--- src/rtl/cpu_types_pkg.sv ---
// Shared CPU-side types: the machine address.
package cpu_types_pkg;
   localparam int ADDR_W = 32;
   typedef logic [ADDR_W-1:0] address_t;
endpackage

--- src/rtl/cache_pkg.sv ---
// Cache tag types, tag-controller state encoding and the invalid tag value.
package cache_pkg;
   import cpu_types_pkg::*;

   localparam int CACHE_LINES  = 64;
   localparam int CACHE_LOBIT  = 6;
   localparam int CACHE_TAGBIT = $clog2(CACHE_LINES) - 1 + CACHE_LOBIT + 2;
   localparam int CACHE_TAG_W  = ADDR_W - CACHE_TAGBIT;

   typedef logic [CACHE_TAG_W-1:0] cache_tag_t;

   typedef enum logic [1:0] {IDLE, LOOKUP, WRITE, DONE} tag_ctrl_state_t;

   localparam cache_tag_t CACHE_TAG_INVALID = 'd1;
endpackage

--- src/rtl/cache_way_rr.sv ---
// Per-line 2-bit round-robin victim pointers; the indexed pointer advances on adv_i.
module cache_way_rr #(
   parameter int LINES = 64,
   localparam int NDX_W = $clog2(LINES)
) (
   input  logic             clk,
   input  logic             rst,
   input  logic [NDX_W-1:0] ndx_i,
   input  logic             adv_i,
   output logic [1:0]       ptr_o
);
   logic [LINES-1:0][1:0] ptr_q;

   always_ff @(posedge clk or posedge rst) begin
      if (rst) begin
         ptr_q <= '0;
      end else if (adv_i) begin
         ptr_q[ndx_i] <= ptr_q[ndx_i] + 2'd1;
      end
   end

   assign ptr_o = ptr_q[ndx_i];
endmodule

--- src/rtl/cache_tag_ctrl.sv ---
// Tag-array write sequencer: arbitrates refill vs invalidate, picks a way, issues one tag write.
// Optional CACHE_TAG_CTRL_STATS_EN adds saturating refill/reuse/invalidate counters.
module cache_tag_ctrl
   import cpu_types_pkg::*;
   import cache_pkg::*;
#(
   parameter int LINES      = 64,
   parameter int WAYS       = 4,
   parameter int LOBIT      = 6,
   parameter int HIBIT      = $clog2(LINES) - 1 + LOBIT,
   parameter int TAGBIT     = HIBIT + 2,
   parameter int INV_STARVE = 4
) (
   input  logic                     rst,
   input  logic                     clk,
   input  logic                     rfl_req,
   input  address_t                 rfl_vadr,
   input  address_t                 rfl_padr,
   output logic                     rfl_rdy,
   output logic                     rfl_done,
   output logic [1:0]               rfl_way,
   input  logic                     inv_req,
   input  address_t                 inv_vadr,
   input  logic [1:0]               inv_way,
   output logic                     inv_rdy,
   output logic                     inv_done,
   output logic                     tag_ce,
   output logic                     tag_wr,
   output logic [1:0]               tag_way,
   output address_t                 tag_vadr,
   output address_t                 tag_padr,
   output logic [$clog2(LINES)-1:0] tag_ndx,
   input  cache_tag_t               tag_i [WAYS]
`ifdef CACHE_TAG_CTRL_STATS_EN
   ,
   output logic [31:0]              stat_rfl,
   output logic [31:0]              stat_reuse,
   output logic [31:0]              stat_inv
`endif
);
   localparam int SW = $clog2(INV_STARVE + 1);
   localparam logic [SW-1:0] STARVE_MAX = SW'(INV_STARVE);

   tag_ctrl_state_t state_q, state_d;
   address_t        addr_q, addr_d;
   address_t        padr_q, padr_d;
   logic            inv_q, inv_d;
   logic [1:0]      way_q, way_d;
   logic [SW-1:0]   starve_q, starve_d;

   logic            hit;
   logic [1:0]      hit_way;
   logic [1:0]      rr_ptr;
   logic            rr_adv;
   logic            rfl_win;
   address_t        inv_addr;

   cache_way_rr #(.LINES(LINES)) u_rr (
      .clk   (clk),
      .rst   (rst),
      .ndx_i (addr_q[HIBIT:LOBIT]),
      .adv_i (rr_adv),
      .ptr_o (rr_ptr)
   );

   // Scan downwards so the lowest matching way is the one left standing.
   always_comb begin
      hit     = 1'b0;
      hit_way = '0;
      for (int w = WAYS - 1; w >= 0; w--) begin
         if (tag_i[w] == addr_q[$bits(address_t)-1:TAGBIT]) begin
            hit     = 1'b1;
            hit_way = 2'(w);
         end
      end
   end

   always_comb begin
      state_d  = state_q;
      addr_d   = addr_q;
      padr_d   = padr_q;
      inv_d    = inv_q;
      way_d    = way_q;
      starve_d = starve_q;
      rfl_rdy  = 1'b0;
      inv_rdy  = 1'b0;
      rr_adv   = 1'b0;
      rfl_win  = rfl_req && (!inv_req || starve_q >= STARVE_MAX);
      case (state_q)
         IDLE: begin
            if (rfl_win) begin
               rfl_rdy  = 1'b1;
               addr_d   = rfl_vadr;
               padr_d   = rfl_padr;
               inv_d    = 1'b0;
               starve_d = '0;
               state_d  = LOOKUP;
            end else if (inv_req) begin
               inv_rdy = 1'b1;
               addr_d  = inv_vadr;
               way_d   = inv_way;
               inv_d   = 1'b1;
               if (rfl_req) starve_d = starve_q + 1'b1;
               state_d = WRITE;
            end
         end
         LOOKUP: begin
            way_d   = hit ? hit_way : rr_ptr;
            rr_adv  = !hit;
            state_d = WRITE;
         end
         WRITE:   state_d = DONE;
         DONE:    state_d = IDLE;
         default: state_d = IDLE;
      endcase
   end

   always_ff @(posedge clk or posedge rst) begin
      if (rst) begin
         state_q  <= IDLE;
         addr_q   <= '0;
         padr_q   <= '0;
         inv_q    <= 1'b0;
         way_q    <= '0;
         starve_q <= '0;
      end else begin
         state_q  <= state_d;
         addr_q   <= addr_d;
         padr_q   <= padr_d;
         inv_q    <= inv_d;
         way_q    <= way_d;
         starve_q <= starve_d;
      end
   end

   // Invalidation stores the invalid tag but keeps the index bits of the address.
   always_comb begin
      inv_addr = addr_q;
      inv_addr[$bits(address_t)-1:TAGBIT] = CACHE_TAG_INVALID;
   end

   assign tag_ce   = 1'b1;
   assign tag_wr   = (state_q == WRITE);
   assign tag_way  = tag_wr ? way_q : 2'd0;
   assign tag_vadr = tag_wr ? (inv_q ? inv_addr : addr_q) : '0;
   assign tag_padr = tag_wr ? (inv_q ? inv_addr : padr_q) : '0;
   assign tag_ndx  = addr_q[HIBIT:LOBIT];
   assign rfl_done = (state_q == DONE) && !inv_q;
   assign inv_done = (state_q == DONE) && inv_q;
   assign rfl_way  = rfl_done ? way_q : 2'd0;

`ifdef CACHE_TAG_CTRL_STATS_EN
   logic [31:0] stat_rfl_q, stat_reuse_q, stat_inv_q;

   always_ff @(posedge clk or posedge rst) begin
      if (rst) begin
         stat_rfl_q   <= '0;
         stat_reuse_q <= '0;
         stat_inv_q   <= '0;
      end else begin
         if (rfl_req && rfl_rdy && stat_rfl_q != '1)       stat_rfl_q   <= stat_rfl_q + 32'd1;
         if (state_q == LOOKUP && hit && stat_reuse_q != '1) stat_reuse_q <= stat_reuse_q + 32'd1;
         if (inv_req && inv_rdy && stat_inv_q != '1)       stat_inv_q   <= stat_inv_q + 32'd1;
      end
   end

   assign stat_rfl   = stat_rfl_q;
   assign stat_reuse = stat_reuse_q;
   assign stat_inv   = stat_inv_q;
`endif
endmodule
--- config.mk ---
export PLATFORM = sky130hd
export DESIGN_NAME = cache_tag_ctrl
export DESIGN_NICKNAME = d
export VERILOG_FILES = /design/src/rtl/cpu_types_pkg.sv /design/src/rtl/cache_pkg.sv /design/src/rtl/cache_way_rr.sv /design/src/rtl/cache_tag_ctrl.sv
export SDC_FILE = /design/constraint.sdc
export NUM_CORES = 1
export LEC_CHECK = 0
export CAP_MARGIN = 30
export CORE_ASPECT_RATIO = 0.75
export CORE_UTILIZATION = 35
export CTS_BUF_LIST = sky130_fd_sc_hd__clkbuf_2 sky130_fd_sc_hd__clkbuf_4 sky130_fd_sc_hd__clkbuf_8
export DETAILED_ROUTE_END_ITERATION = 8
export SLEW_MARGIN = 20
export SYNTH_ARGS = -nofsm -noshare
export SYNTH_HDL_FRONTEND = slang
export SYNTH_SLANG_ARGS = --single-unit
--- constraint.sdc ---
create_clock -name clk -period 11.9 [get_ports clk]
set_input_delay 1.785 -clock clk [delete_from_list [all_inputs] [get_ports clk]]
set_output_delay 1.785 -clock clk [all_outputs]
set_load 0.02 [all_outputs]
==> out/qor.csv <==
metric;value;unit
status;completed;
top_reg_cell synth;dfrtp_1;
layout cells sized above 1;0.209;
starting DRC count in detailed routing;465;
number of global-route vias before repair;8584;
WS Path Type;input port to output pin;
Post-Place Cells;1541;
first-pass GRT wire length;52.2;mm
width of the die;209;um
maxcap violations;0;
Peak supply drop;0.226;mV
ant diodes;0;
skew final;18.1;ps
Final setup viols;0;
wire per inst;21.4;um
clk slew on worst S/H paths;110;ps
Buffers on Ports;256;
DP Worst Slack;5910;ps
total gr overflow;0;
cts repair resizes;0;
Area Growth Syn to Fin;28.5;%
Post-Layout Inst Area;0.0144;mm^2
# H-tree levels;4;
standard-cell rows;56;
worst hold path class;register to register;
RSZ-0062 raised after global routing;false;
FILL cells;2913;
Pins Over Slew Limit;0;
die height;157;um
Post-DP HPWL;23.4;mm
Worst-Skew Late Latency;500;ps
Worst-Margin Slew;887;ps
DR vias;8396;
routed vias/inst;5.33;
flops & latches, synth;200;
DR pass1 iterations;5;
Post CTS Setup Buffer Count;0;
Synth area leaders;dfrtp_1, mux2_2, mux2i_1;
Worst Setup End Kind;output pin;
top-level port count;258;
critical path peak fanout;13;
initial core utilization;0.357;
Longest Clk Path Bufs;2;
CP required;10120;ps
Yosys cell types;57;
final cell count without fillers;1575;
remaining antenna violation count;0;
Synth Warn #;0;
final worst slack;6070;ps
cell taking the most area after synthesis;dfrtp_1;
Tmin final;5830;ps
Max-slew headroom;0.409;
fmax;172;MHz
Pwr per Cell Area;229;mW/mm^2
leak pwr;6.33;nW
hold_buf cts;0;
Root Driver;clkbuf_8;
largest net degree at the start of global routing;119;
die area;0.0328;mm^2
initial antenna violation count;0;
setup tns final;0;ps
CTS tree;built;
post-synth net total;1148;
Post-synth EDFFs;0;
crit share post-route;0.490;
Overall Power;3.30;mW
Async SR Flop Fraction;1.00;
CTS Sinks;200;
register area share after synthesis;0.446;
routability cong.;0.814;
Cells after Synth;965;
drt drc;0;
Mapped Area;0.0112;mm^2
drt total wl;33.8;mm
Total Routing Usage GR;0.210;
CTS Buf Count;17;
Nets;1339;
placed cell areas;0.0140;mm^2
average cell area after synthesis;11.6;um^2
CP startpoint kind;input port;
final hold viol count;0;
top cell type's share of synthesized area;0.446;
Critical Path AT;4040;ps
core area;0.0314;mm^2
==> Yosys cell counts (4+ instances only) <==
library cell	instances
a21oi_1	4
ha_1	5
a221oi_1	4
mux2i_1	64
nor2b_1	6
nor2_1	25
o22ai_1	4
inv_1	10
nand4_1	48
mux2_1	4
clkbuf_1	37
mux4_2	20
mux4_1	5
buf_6	8
xor2_1	19
buf_2	37
buf_4	9
mux2_2	158
xnor2_1	57
and2_1	17
o21ai_0	38
and3_1	38
o211ai_1	4
dfrtp_1	200
nand3_1	5
nand2_1	50
nor4_1	39
buf_1	11
==> registers in the layout (all words and copies together), names as in the netlist <==
signal      count
addr_q         32
inv_q           1
padr_q         32
starve_q        3
state_q         2
u_rr.ptr_q    128
way_q           2
==> through the flow <==
| step | hold slack, ps | util |
|---|---|---|
| CTS | 501 | 0.458 |
| floorplan | 449 | - |
| detailed placement | 476 | 0.445 |
| global route | 510 | 0.459 |
| global placement | 464 | 0.443 |
| finish | 499 | 0.459 |
==> final cells by class <==
cell class / instances / area, um^2 / area share
well taps: 406 / 508 / 0.0353
repair buffers: 274 / 2750 / 0.191
clock buffers: 17 / 234 / 0.0162
flip-flops and latches: 200 / 5010 / 0.348
multi-input cells: 652 / 5670 / 0.394
inverters: 11 / 48.8 / 0.00339
clock inverters: 15 / 181 / 0.0126
==> per-layer routing <==
metal	up-vias	global-route usage	wire length, um
li1	3873	-	-
met1	4247	0.310	16700
met2	244	0.318	14900
met3	32	0.0349	1630
met4	0	0.0557	486
met5	-	0	0
==> path summary, 6_finish.rpt <==
kind                            slack, ps        endpoint      startpoint  cells past startpoint
worst max-delay path                 6070         inv_rdy         inv_req                      6
worst min-delay path                  500  u_rr.ptr_q[33]  u_rr.ptr_q[33]                      1
worst max register to register       7590  u_rr.ptr_q[87]       addr_q[7]                     10
worst min register to register        500  u_rr.ptr_q[33]  u_rr.ptr_q[33]                      1
max in group asynchronous            8710  u_rr.ptr_q[90]             rst                      4
min in group asynchronous            1870       padr_q[6]             rst                      2
==> power breakdown <==
group          total [mW]  leakage, nW  switching (mW)  internal, mW
sequential           1.23         2.63           0.301         0.928
clock               0.470        0.205           0.274         0.196
combinational        1.60         3.49           0.891         0.709
total                3.30         6.33            1.47          1.83
==> cells in the final DEF, fill, tap and decap left out, types with 4 or more instances in the layout <==
cell,count
a21oi_1,4
a221oi_1,4
and2_1,17
and3_1,38
buf_4,14
clkbuf_8,17
clkdlybuf4s50_1,256
dfrtp_1,197
ha_1,5
inv_1,9
inv_6,4
inv_8,5
mux2_1,4
mux2_2,158
mux2i_1,64
mux4_1,5
mux4_2,20
nand2_1,49
nand3_1,5
nand4_1,48
nor2_1,25
nor2b_1,5
nor4_1,39
o211ai_1,4
o21ai_0,38
o22ai_1,4
xnor2_1,57
xor2_1,19
==> kinds of logic after synthesis <==
family / Yosys count / synth area share
flops: 200 / 0.446
mux: 251 / 0.272
buf+inv: 113 / 0.0503
other cells: 1 / 0.000335
simple gates: 250 / 0.126
fa+ha+maj: 5 / 0.00558
compound gates: 68 / 0.0377
xor+xnor: 77 / 0.0618
==> critical path, cell delays in order <==
cell             delay, ps
clkdlybuf4s50_1        600
nand2b_1               140
nand2_2                410
nand3_1                340
inv_1                  120
clkdlybuf4s50_1        640
Note: power is estimated with default switching activity, not from simulation.
